===== src/rtl/or1200_vlx_packer.sv =====
// ---------------------------------------------------------------------------
// or1200_vlx_packer
//
// Variable-length-code bit packer for the OR1200 VLX (JPEG Huffman) path.
// Codes of 0..MAX_LEN bits are appended MSB-first to an accumulator. Whole
// bytes are peeled off the top of the accumulator into a word buffer, with a
// 0x00 stuffed after every 0xFF byte when STUFF_EN is set. Full words are
// presented big-endian on a valid/ready output. A flush pads the stream to a
// byte boundary with 1s and emits a final partial word tagged with its byte
// count.
//
// Ports
//   clk_i         clock
//   rst_i         synchronous reset, active low
//   code_i        code value, right-aligned (bits above len_i ignored)
//   len_i         code length in bits (values above MAX_LEN are clamped)
//   code_valid_i  code present
//   code_ready_o  packer can accept a code this cycle
//   flush_i       end-of-stream flush request (level, sampled in RUN)
//   out_data_o    packed word, first byte in the top 8 bits
//   out_valid_o   out_data_o valid
//   out_ready_i   sink accepts the word
//   out_last_o    word is the final word of a flush
//   out_bytes_o   number of valid bytes in out_data_o
//   fill_o        accumulator fill in bits
//   flush_done_o  one-cycle pulse when a flush completes
// ---------------------------------------------------------------------------
module or1200_vlx_packer #(
   parameter int DATA_W   = 32,
   parameter int MAX_LEN  = 16,
   parameter int STUFF_EN = 1,
   parameter int LEN_W    = $clog2(MAX_LEN + 1)
) (
   input  logic                             clk_i,
   input  logic                             rst_i,
   input  logic [MAX_LEN-1:0]               code_i,
   input  logic [LEN_W-1:0]                 len_i,
   input  logic                             code_valid_i,
   output logic                             code_ready_o,
   input  logic                             flush_i,
   output logic [DATA_W-1:0]                out_data_o,
   output logic                             out_valid_o,
   input  logic                             out_ready_i,
   output logic                             out_last_o,
   output logic [$clog2(DATA_W/8+1)-1:0]    out_bytes_o,
   output logic [$clog2(DATA_W+1)-1:0]      fill_o,
   output logic                             flush_done_o
);

   localparam int NB = DATA_W / 8;
   localparam int BW = $clog2(NB + 1);
   localparam int FW = $clog2(DATA_W + 1);
   localparam logic [DATA_W-1:0] ONE = {{(DATA_W-1){1'b0}}, 1'b1};

   typedef enum logic [1:0] {
      S_RUN,
      S_PAD,
      S_DRAIN,
      S_LAST
   } state_t;

   state_t            state;
   logic [DATA_W-1:0] acc;
   logic [FW-1:0]     fill;
   logic [DATA_W-1:0] wbuf;
   logic [BW-1:0]     wcnt;
   logic              stuff_pend;
   logic              out_valid_q;
   logic              out_last_q;
   logic [BW-1:0]     out_bytes_q;
   logic              flush_done_q;

   logic              accept;
   logic [LEN_W-1:0]  len_c;
   logic [LEN_W-1:0]  len_eff;
   logic [DATA_W-1:0] code_mask;
   logic [DATA_W-1:0] code_ext;
   logic [FW-1:0]     ins_sh;
   logic [DATA_W-1:0] ins_bits;
   logic [FW-1:0]     pad_amt;
   logic [DATA_W-1:0] pad_mask;
   logic [DATA_W-1:0] acc_ins;
   logic [FW-1:0]     fill_ins;
   logic              slot_free;
   logic              do_stuff;
   logic              do_extract;
   logic              write_byte;
   logic [7:0]        top_byte;
   logic [7:0]        byte_val;
   logic [DATA_W-1:0] acc_next;
   logic [FW-1:0]     fill_next;
   logic [DATA_W-1:0] wbuf_next;
   logic              handshake;

   // Ready depends only on registered state so the upstream sees a value
   // that is stable for the whole cycle.
   assign code_ready_o = (state == S_RUN) && (fill <= FW'(DATA_W - MAX_LEN));
   assign accept       = code_valid_i && code_ready_o;
   assign handshake    = out_valid_q && out_ready_i;

   // Insertion and padding: the new code (or the pad 1s) land directly below
   // the current fill level, using the fill from before any byte extraction.
   // Bits below the fill are always zero, so OR-ing them in is enough.
   always_comb begin
      len_c     = (len_i > LEN_W'(MAX_LEN)) ? LEN_W'(MAX_LEN) : len_i;
      len_eff   = accept ? len_c : '0;
      code_mask = (ONE << len_eff) - ONE;
      code_ext  = {{(DATA_W-MAX_LEN){1'b0}}, code_i} & code_mask;
      ins_sh    = FW'(DATA_W) - fill - FW'(len_eff);
      ins_bits  = code_ext << ins_sh;
      pad_amt   = (state == S_PAD) ? FW'(3'(3'd0 - fill[2:0])) : '0;
      pad_mask  = ((ONE << pad_amt) - ONE) << (FW'(DATA_W) - fill - pad_amt);
      acc_ins   = acc | ins_bits | pad_mask;
      fill_ins  = fill + FW'(len_eff) + pad_amt;
   end

   // Byte slot: one byte per cycle moves into the word buffer, either a
   // pending stuff 0x00 or the top accumulator byte. The top byte is taken
   // from the pre-insert accumulator, which is identical whenever fill >= 8.
   always_comb begin
      slot_free  = (wcnt != BW'(NB)) && !out_valid_q;
      do_stuff   = slot_free && stuff_pend;
      do_extract = slot_free && !stuff_pend && (fill >= FW'(8));
      write_byte = do_stuff || do_extract;
      top_byte   = acc[DATA_W-1 -: 8];
      byte_val   = do_stuff ? 8'h00 : top_byte;
      acc_next   = do_extract ? (acc_ins << 8) : acc_ins;
      fill_next  = do_extract ? (fill_ins - FW'(8)) : fill_ins;
      wbuf_next  = wbuf | ({byte_val, {(DATA_W-8){1'b0}}} >> {wcnt, 3'b000});
   end

   // Datapath, word buffer and flush sequencer. The word buffer is cleared
   // on every output handshake; the flush FSM walks RUN -> PAD -> DRAIN ->
   // LAST and only leaves DRAIN once every buffered bit, stuff byte and full
   // word has gone out.
   always_ff @(posedge clk_i) begin
      if (!rst_i) begin
         state        <= S_RUN;
         acc          <= '0;
         fill         <= '0;
         wbuf         <= '0;
         wcnt         <= '0;
         stuff_pend   <= 1'b0;
         out_valid_q  <= 1'b0;
         out_last_q   <= 1'b0;
         out_bytes_q  <= '0;
         flush_done_q <= 1'b0;
      end else begin
         flush_done_q <= 1'b0;
         acc          <= acc_next;
         fill         <= fill_next;

         if (do_stuff) begin
            stuff_pend <= 1'b0;
         end else if (do_extract && (STUFF_EN != 0) && (top_byte == 8'hFF)) begin
            stuff_pend <= 1'b1;
         end

         if (handshake) begin
            wbuf        <= '0;
            wcnt        <= '0;
            out_valid_q <= 1'b0;
            out_last_q  <= 1'b0;
            out_bytes_q <= '0;
         end else if (write_byte) begin
            wbuf <= wbuf_next;
            wcnt <= wcnt + BW'(1);
            if (wcnt == BW'(NB - 1)) begin
               out_valid_q <= 1'b1;
               out_last_q  <= 1'b0;
               out_bytes_q <= BW'(NB);
            end
         end

         case (state)
            S_RUN: begin
               if (flush_i) begin
                  state <= S_PAD;
               end
            end
            S_PAD: begin
               state <= S_DRAIN;
            end
            S_DRAIN: begin
               if ((fill == '0) && !stuff_pend && !out_valid_q) begin
                  state <= S_LAST;
               end
            end
            S_LAST: begin
               if (wcnt == '0) begin
                  flush_done_q <= 1'b1;
                  state        <= S_RUN;
               end else if (!out_valid_q) begin
                  out_valid_q <= 1'b1;
                  out_last_q  <= 1'b1;
                  out_bytes_q <= wcnt;
               end else if (out_ready_i) begin
                  flush_done_q <= 1'b1;
                  state        <= S_RUN;
               end
            end
            default: begin
               state <= S_RUN;
            end
         endcase
      end
   end

   assign out_data_o   = wbuf;
   assign out_valid_o  = out_valid_q;
   assign out_last_o   = out_last_q;
   assign out_bytes_o  = out_bytes_q;
   assign fill_o       = fill;
   assign flush_done_o = flush_done_q;

endmodule

===== config.mk =====
export PLATFORM = sky130hd
export DESIGN_NAME = or1200_vlx_packer
export DESIGN_NICKNAME = d
export VERILOG_FILES = /design/src/rtl/or1200_vlx_packer.sv
export SDC_FILE = /design/constraint.sdc
export NUM_CORES = 1
export LEC_CHECK = 0
export ABC_AREA = 1
export BUFFER_PORTS_ARGS = -buffer_cell sky130_fd_sc_hd__buf_2
export CAP_MARGIN = 20
export CORE_UTILIZATION = 43
export CTS_CLUSTER_SIZE = 8
export DETAILED_ROUTE_END_ITERATION = 12
export PLACE_DENSITY_LB_ADDON = 0.15
export SLEW_MARGIN = 5
export SYNTH_ARGS = -nofsm -noshare
export SYNTH_HDL_FRONTEND = slang
export SYNTH_SLANG_ARGS = --single-unit

===== constraint.sdc =====
create_clock -name clk_i -period 3.15 [get_ports clk_i]
set_clock_uncertainty 0.2 [all_clocks]
set_input_delay 0.315 -clock clk_i [delete_from_list [all_inputs] [get_ports clk_i]]
set_output_delay 0.315 -clock clk_i [all_outputs]
set_load 0.05 [all_outputs]

==> results of run 1 <==
[cells by family (layout without fill, tap and decap cells)]
| logic type | count (synthesis) | count (layout) | synth area share |
|---|---|---|---|
| buffers and inverters | 150 | 340 | 0.0920 |
| flip-flops | 82 | 82 | 0.256 |
| XOR/XNOR | 15 | 15 | 0.0275 |
| AO/OA/AOI/OAI | 173 | 173 | 0.153 |
| AND/OR/NAND/NOR | 604 | 604 | 0.413 |
| adder cells (fa/ha/maj) | 28 | 28 | 0.0570 |
| multiplexers | 1 | 1 | 0.00156 |
| other | 1 | 1 | 0.000585 |
[registers in the layout, summed over array words and instances (netlist names)]
register,cells
acc,32
fill_o,6
flush_done_o,1
out_bytes_o,3
out_data_o,32
out_last_o,1
out_valid_o,1
state,2
stuff_pend,1
wcnt,3
[cells in the mapped netlist (all sizes together)]
master  number
o21ai       59
mux2i        1
a21oi       75
o21a         2
xor2        12
a31oi       10
nor2       123
nand2      297
o31ai        2
o221ai       1
or2          7
nand3      128
fa           2
clkinv       6
o21bai       4
o211ai       6
nor3        24
buf         14
nand3b       3
clkbuf      21
xnor2        3
a211oi       3
a41oi        3
a21o         1
conb         1
o32ai        1
nor4         3
a221oi       2
ha          26
o41ai        2
a31o         1
nand4       19
inv        109
o22ai        1
dfxtp       82
[layout by cell type, fill, tap and decap left out, types with 6 or more instances in the layout]
cell type,n
buf_4,118
a31oi_1,7
xor2_1,8
clkbuf_16,12
nor2_1,93
nand3_1,66
a21oi_1,69
inv_1,83
ha_4,7
o21ai_2,16
nor3_1,20
nand4_1,18
nand2_2,63
buf_6,13
nand2_1,230
o21ai_1,19
o21ai_0,21
inv_2,19
nor2_2,15
buf_2,70
ha_1,15
nor2_4,14
dfxtp_1,76
nand3_2,56
nand3_4,6
[cell type report]
cell class | count | share of cell area
clock inverters | 4 | 0.00520
well taps | 184 | 0.0245
multi-input cells | 822 | 0.549
repair buffers | 210 | 0.166
flip-flops and latches | 82 | 0.177
inverters | 115 | 0.0504
clock buffers | 11 | 0.0281
[how the worst max path moves through the flow]
| stage | startpoint | end | slack, ps | cells after the start |
|---|---|---|---|---|
| 2_1_floorplan | fill_o[0] | fill_o[4] | -40 | 17 |
| 3_3_place_gp | fill_o[0] | acc[14] | -100 | 27 |
| 5_1_grt | fill_o[1] | acc[24] | -210 | 26 |
| 4_1_cts | fill_o[1] | acc[24] | -20 | 21 |
| 3_5_place_dp | fill_o[0] | acc[14] | -90 | 27 |
| 6_report | fill_o[1] | acc[28] | -50 | 24 |
[timing repair]
item                                   4_1_cts  5_1_grt
resized for setup                           36      248
gates cloned                                 0        2
endpoints found under the hold margin        0        0
setup buffers                                5       23
pin swaps                                    9       88
setup endpoints to repair                   27       34
[tightest hold or removal path, cell delays in order]
cell     delay (ps)
buf_2           100
nand2_1          90
a21oi_1          70
[metrics by stage]
stage | cell area [um^2] | setup TNS (ps) | std cells | util | hold WS (ps)
finish | 9380 | -329 | 1428 | 0.645 | 65.9
global route | 9380 | -3680 | 1428 | 0.645 | 84.6
CTS | 8240 | -22.9 | 1403 | 0.567 | 60.0
detailed placement | 7770 | -870 | 1383 | 0.535 | 253
global placement | 7770 | -668 | 1383 | 0.535 | 243
floorplan | 6490 | -53.1 | 1054 | - | 232
[per-layer routing]
layer | global-route usage | vias to the layer above
met5 | 0 | -
met4 | 0.0737 | 0
met2 | 0.433 | 253
met1 | 0.376 | 3579
li1 | - | 3862
met3 | 0.0481 | 36
==> flow_metrics.py, run 1 <==
metrics = {
    "status": {
        "status": "complete, but fails checks",
        "violations": "setup timing",
    },
    "route": {
        "m1WireLength_um": 9970,
        "drtIter0Drc": 567,
        "vias": 7730,
        "top_layer_used": "met4",
        "routed_via_density": 5.41,
        "ant_nets": 0,
        "finalWirelength_um": 21800,
        "drc_errors": 0,
        "wl_per_cell_um": 15.3,
        "dr.pass1.iters": 5,
        "wl_met3_um": 1150,
        "wl_met2_um": 10200,
    },
    "die": {
        "fp.dieH_um": 124,
        "io_pins": 71,
        "die_w_um": 124,
        "core_um2": 14500,
        "die-area_um2": 15400,
        "fp-row-count": 44,
        "start_util": 0.441,
    },
    "setup_path": {
        "endpoint_kind": "flop",
        "crit_family": "simple AND/OR/NAND/NOR gates",
        "crit_buf_inv": 6,
        "r2r_start": "fill_o[1]",
        "r2r-end": "acc[28]",
        "cpPeakStageDelay_ps": 350,
        "crit_chain": "inv_4, ha_4, buf_6, nand2_4, nand2_4, nand3_4, nor2_8, inv_4, nor2_4, nor2_2, ha_2, or2_4, a21oi_4, o21bai_4, xnor2_4, buf_12, buf_6, nor2_4, inv_4, nand2_2, nand2_2, nand2_1, nand2_1, nand2_1",
        "critPathLaunchType": "flop",
        "slowest_stage": "dfxtp_4",
        "cp.arrival_ps": 3290,
        "crit_required_ps": 3240,
        "r2r_slack_ps": -50,
        "crit_type": "flop to flop",
        "worst-r2r-cell-count": 24,
        "cp_max_fo": 6,
    },
    "min_path": {
        "holdPathEnd": "flush_done_o",
        "min_delay_path_depth": 3,
        "min_path_type": "input pin to flop",
        "worstHoldStart": "out_ready_i",
    },
    "synth": {
        "seq_area_frac_synth": 0.256,
        "synth_area_um2": 6410,
        "netlist.area_leader.share": 0.256,
        "avgSynthCellArea_um2": 6.08,
        "yosysTopAreaCell": "dfxtp_1",
        "synth_nets": 1108,
        "synth_seq_cells": 82,
        "synth.area.top_cells": "dfxtp_1 26%, nand2_1 17%, nand3_1 9.8%",
        "yosysWarnings": 0,
        "synth_cells": 1054,
        "synth.distinct_cells": 57,
    },
    "cts": {
        "tritoncts": "built",
        "cts_buffers": 9,
        "worstSkewPairLatency_ps": 340,
        "clock_path_buffers": 2,
        "cts_sinks": 82,
        "postCtsHoldBufs": 0,
        "cts_htree_levels": 3,
        "path_clk_slew_ps": 60,
        "cts.root.buffer_cell": "clkbuf_16",
    },
    "sta": {
        "min_period_ps": 3200,
        "finalHoldViolCount": 0,
        "timing.fmax_mhz": 312,
        "period_share": 1.02,
        "fin_ws_ps": -54.6,
        "setup_violations": 10,
        "slew_headroom": 0.655,
        "max_slew.worst_pin.slew_ps": 511,
        "grt_setup_unrepaired": "yes",
        "finalMaxSlewViolations": 0,
    },
    "global_routing": {
        "antenna_found_initial": 0,
        "grt_usage": 0.272,
        "overflow": 0,
        "grt_pass1_vias": 6707,
        "grt_pass1_wl_um": 32600,
        "grt_start_max_net_pins": 33,
    },
    "placed_design": {
        "gp_congestion": 0.983,
        "io_buffers": 70,
        "dp_hpwl_um": 15900,
        "place_ws_ps": -94.7,
    },
    "cells_and_area": {
        "nets": 1294,
        "antenna_cells": 0,
        "multi_input_area_um2": 5150,
        "syn_to_final_growth_pct": 46.4,
        "n_fill_cell": 1297,
        "seqCellArea_um2": 1660,
        "drive_gt1_frac": 0.391,
    },
    "run": {
        "cap_violations": 0,
    },
}
Power of run 1 is left out: the tool's default activity adds up to more than one toggle a clock period on the data nets, which glitch-free logic cannot reach.
==> inputs of run 2 (changes only) <==
--- a/config.mk
+++ b/config.mk
@@ -12,6 +12,7 @@
 export CTS_CLUSTER_SIZE = 8
 export DETAILED_ROUTE_END_ITERATION = 12
 export PLACE_DENSITY_LB_ADDON = 0.15
+export SKIP_LAST_GASP = 1
 export SLEW_MARGIN = 5
 export SYNTH_ARGS = -nofsm -noshare
 export SYNTH_HDL_FRONTEND = slang
==> constraint.sdc (replaced) <==
create_clock -name clk_i -period 4 [get_ports clk_i]
set_clock_uncertainty 0.2 [all_clocks]
set_input_delay 0.4 -clock clk_i [delete_from_list [all_inputs] [get_ports clk_i]]
set_output_delay 0.4 -clock clk_i [all_outputs]
set_load 0.05 [all_outputs]
==> flow_metrics.py, run 2 (synthesis gave the netlist of run 1 again) <==
metrics = {
    "global_routing": {
        "overflow": 0,
        "antenna_found_initial": 0,
        "grt_pass1_wl_um": 32100,
        "grt_pass1_vias": 6373,
        "grt_start_max_net_pins": 34,
        "grt_usage": 0.269,
    },
    "route": {
        "routed_via_density": 5.43,
        "drc_errors": 0,
        "finalWirelength_um": 20200,
        "vias": 7108,
        "ant_nets": 0,
        "dr.pass1.iters": 6,
        "wl_per_cell_um": 15.4,
        "drtIter0Drc": 619,
    },
    "cells_and_area": {
        "mostFrequentLayoutCells": "293 x nand2_1, 125 x nand3_1, 111 x nor2_1, 102 x inv_1, 82 x dfxtp_1",
        "syn_to_final_growth_pct": 14.5,
        "drive_gt1_frac": 0.136,
        "nets": 1175,
        "mostFrequentLayoutCell": "nand2_1",
        "n_fill_cell": 1569,
        "antenna_cells": 0,
    },
    "die": {
        "die-area_um2": 15400,
        "fp-row-count": 44,
        "start_util": 0.441,
        "die_w_um": 124,
        "core_um2": 14500,
        "io_pins": 71,
        "fp.dieH_um": 124,
    },
    "setup_path": {
        "crit_type": "flop to flop",
        "crit_family": "simple AND/OR/NAND/NOR gates",
        "critPathLaunchType": "flop",
        "cp.arrival_ps": 3790,
        "crit_path_start": "fill_o[0]",
        "endpoint_kind": "flop",
        "crit_top_cell": "nand2_1",
        "crit_chain": "clkinv_1, ha_1, inv_1, nor2_1, nor2_2, inv_2, nor2_1, inv_1, nor2_1, inv_1, ha_1, or2_2, nand3_1, nand2_1, o21ai_0, or2_2, a221oi_1, nand2_1, nand2_1, nand2_1",
        "r2r_start": "fill_o[0]",
        "cpPeakStageDelay_ps": 450,
        "slowest_stage": "o21ai_0",
        "crit_buf_inv": 5,
        "crit_required_ps": 4090,
        "cp_max_fo": 6,
        "r2r_slack_ps": 300,
    },
    "placed_design": {
        "dp_hpwl_um": 15500,
        "io_buffers": 70,
        "gp_congestion": 0.960,
    },
    "cts": {
        "tritoncts": "built",
        "clock_path_buffers": 2,
        "worstSkewPairLatency_ps": 350,
        "cts.root.buffer_cell": "clkbuf_16",
        "cts_htree_levels": 3,
        "path_clk_slew_ps": 60,
        "postCtsHoldBufs": 0,
        "cts_buffers": 9,
        "cts_sinks": 82,
    },
    "sta": {
        "slew_headroom": 0.333,
        "period_share": 0.925,
        "timing.fmax_mhz": 270,
        "finalMaxSlewViolations": 0,
        "min_period_ps": 3700,
        "finalSetupTns_ps": 0,
        "setup_violations": 0,
        "finalHoldViolCount": 0,
        "max_slew.worst_pin.slew_ps": 999,
    },
    "min_path": {
        "min_path_type": "input pin to flop",
        "worstHoldStart": "out_ready_i",
    },
    "run": {
        "cap_violations": 0,
    },
    "status": {
        "status": "completed",
    },
}
==> run 2: final cells by class <==
cell class	count	area [um^2]	share of cell area
Multi-Input combinational cell	822	4190	0.572
Timing Repair Buffer	91	508	0.0692
Clock buffer	10	239	0.0326
Tap cell	184	230	0.0314
Sequential cell	82	1640	0.224
Clock inverter	6	87.6	0.0119
Inverter	115	437	0.0595
==> run 2: metrics by stage <==
step	area [um^2]	instances	hold slack [ps]	setup slack (ps)	util
after floorplan	6410	1054	232	38.5	-
final	7340	1310	164	300	0.505
after CTS	7310	1309	161	310	0.503
after global routing	7340	1310	189	-7.85	0.505
after global placement	6990	1293	245	361	0.481
after detailed placement	6990	1293	255	353	0.481
==> run 2: repair_timing <==
action / CTS / global route
setup endpoints to repair: 0 / 15
gates resized for setup: 0 / 9
buffers inserted: 0 / 1
==> run 2: tightest hold or removal path, cell delays in order <==
cell     delay, ps
buf_2          100
nand2_1        100
a21oi_1         70
==> run 2: per-layer routing <==
layer  vias up  share of wire  global-route usage
met5         -              0                   0
met4         0          0.025              0.0818
met3        44          0.069              0.0513
met2       225           0.43               0.417
met1      3222           0.47               0.372
li1       3617              -                   -
==> run 2: final timing paths <==
| path | cells after the start | endpoint |
|---|---|---|
| min reg2reg | 2 | out_data_o[24] |
| min | 3 | flush_done_o |
| max reg2reg | 20 | acc[16] |
| max | 20 | acc[16] |
Power of run 2 is left out for the same reason.
==> inputs of run 3 (changes only) <==
--- a/config.mk
+++ b/config.mk
@@ -7,7 +7,7 @@
 export LEC_CHECK = 0
 export ABC_AREA = 1
 export BUFFER_PORTS_ARGS = -buffer_cell sky130_fd_sc_hd__buf_2
-export CAP_MARGIN = 20
+export CAP_MARGIN = 10
 export CORE_UTILIZATION = 43
 export CTS_CLUSTER_SIZE = 8
 export DETAILED_ROUTE_END_ITERATION = 12
==> constraint.sdc (replaced) <==
create_clock -name clk_i -period 4 [get_ports clk_i]
set_clock_uncertainty 0.2 [all_clocks]
set_input_delay 0.2 -clock clk_i [delete_from_list [all_inputs] [get_ports clk_i]]
set_output_delay 0.2 -clock clk_i [all_outputs]
set_load 0.05 [all_outputs]
==> flow_metrics.py, run 3 (synthesis gave the netlist of run 1 again) <==
metrics = {
    "die": {
        "die_w_um": 124,
        "die-area_um2": 15400,
        "io_pins": 71,
        "fp-row-count": 44,
        "fp.dieH_um": 124,
        "core_um2": 14500,
        "start_util": 0.441,
    },
    "min_path": {
        "holdPathEnd": "state[1]",
        "worstHoldStart": "flush_i",
        "min_path_type": "input pin to flop",
        "min_delay_path_depth": 3,
    },
    "setup_path": {
        "crit_type": "flop to flop",
        "endpoint_kind": "flop",
        "crit_family": "simple AND/OR/NAND/NOR gates",
        "path_depth": 21,
        "cp_max_fo": 19,
        "critPathLaunchType": "flop",
        "crit_top_cell": "nand2_1",
        "cp.arrival_ps": 3660,
        "slowest_stage": "dfxtp_1",
        "worst-r2r-cell-count": 21,
        "r2r_slack_ps": 370,
        "crit_buf_inv": 5,
        "cpPeakStageDelay_ps": 330,
        "r2r-end": "acc[24]",
        "crit_chain": "inv_1, ha_1, inv_1, nor2_4, nand3_4, nor2_8, inv_1, nor2_1, nor2_1, ha_1, or2_4, xor2_1, buf_4, inv_2, nand3_1, nand3_1, nand3_1, nand2_1, nand2_1, nand2_1, nand2_1",
        "crit_required_ps": 4040,
        "r2r_start": "state[0]",
    },
    "route": {
        "wl_per_cell_um": 15.4,
        "finalWirelength_um": 20200,
        "drtIter0Drc": 679,
        "dr.pass1.iters": 5,
        "ant_nets": 0,
        "routed_via_density": 5.39,
        "drc_errors": 0,
        "vias": 7080,
    },
    "cells_and_area": {
        "seqCellArea_um2": 1640,
        "drive_gt1_frac": 0.135,
        "n_fill_cell": 1588,
        "nets": 1178,
        "mostFrequentLayoutCells": "294 x nand2_1, 125 x nand3_1, 110 x nor2_1, 102 x inv_1, 82 x dfxtp_1",
        "syn_to_final_growth_pct": 14.6,
        "antenna_cells": 0,
        "multi_input_area_um2": 4190,
        "mostFrequentLayoutCell": "nand2_1",
    },
    "sta": {
        "timing.fmax_mhz": 276,
        "finalMaxSlewViolations": 0,
        "min_period_ps": 3630,
        "max_slew.worst_pin.slew_ps": 1030,
        "slew_headroom": 0.314,
        "grt_setup_unrepaired": "yes",
        "period_share": 0.906,
        "finalSetupTns_ps": 0,
        "holdWs_ps": 128,
        "finalHoldViolCount": 0,
        "setup_violations": 0,
    },
    "cts": {
        "path_clk_slew_ps": 60,
        "worstSkewPairLatency_ps": 340,
        "cts_htree_levels": 3,
        "clock_path_buffers": 2,
        "tritoncts": "built",
        "cts_buffers": 9,
        "cts_sinks": 82,
        "cts.root.buffer_cell": "clkbuf_16",
    },
    "global_routing": {
        "grt_usage": 0.264,
        "grt_pass1_vias": 6146,
        "antenna_found_initial": 0,
        "grt_start_max_net_pins": 34,
        "overflow": 0,
        "grt_pass1_wl_um": 31600,
    },
    "status": {
        "status": "completed",
    },
    "placed_design": {
        "io_buffers": 70,
        "dp_hpwl_um": 15400,
        "gp_congestion": 0.974,
    },
    "run": {
        "cap_violations": 0,
    },
}
-- run 3: how the worst max path moves through the flow --
stage / startpoint / endpoint / slack (ps)
after floorplan: fill_o[0] / fill_o[5] / 40
after global placement: fill_o[0] / acc[30] / 360
after detailed placement: fill_o[0] / acc[30] / 310
after CTS: fill_o[0] / acc[30] / 270
after global routing: fill_o[0] / acc[23] / -20
final: state[0] / acc[24] / 370
-- run 3: tightest hold or removal path, delay by kind of cell --
kind	cells	cell delay, ps
buf+inv	1	80
compound gates	2	350
-- run 3: final cells by class --
class | count | area share
multi-input combinational | 822 | 0.571
sequential | 82 | 0.224
timing repair buffer | 94 | 0.0733
inverter | 115 | 0.0595
clock buffer | 10 | 0.0325
tap | 184 | 0.0314
clock inverter | 6 | 0.00869
-- run 3: repair_timing --
action	in CTS	in global routing
gates resized for setup	0	9
buffers inserted	0	1
endpoints found under the setup margin	0	22
hold buffers	3	0
hold endpoints to repair	4	0
-- run 3: per-layer routing --
metal  GRT usage  routed length (um)
met1       0.373                9740
met2       0.410                8870
met3      0.0403                1100
met4      0.0781                 470
met5           0                   0
-- run 3: through the flow --
stage,util,instances,setup slack [ps],cell area (um^2)
after floorplan,-,1054,38.5,6410
after global placement,0.481,1293,364,6990
after detailed placement,0.481,1293,314,6990
after CTS,0.504,1312,267,7320
after global routing,0.505,1313,-16.3,7340
final,0.505,1313,374,7340
Power of run 3 is left out for the same reason.
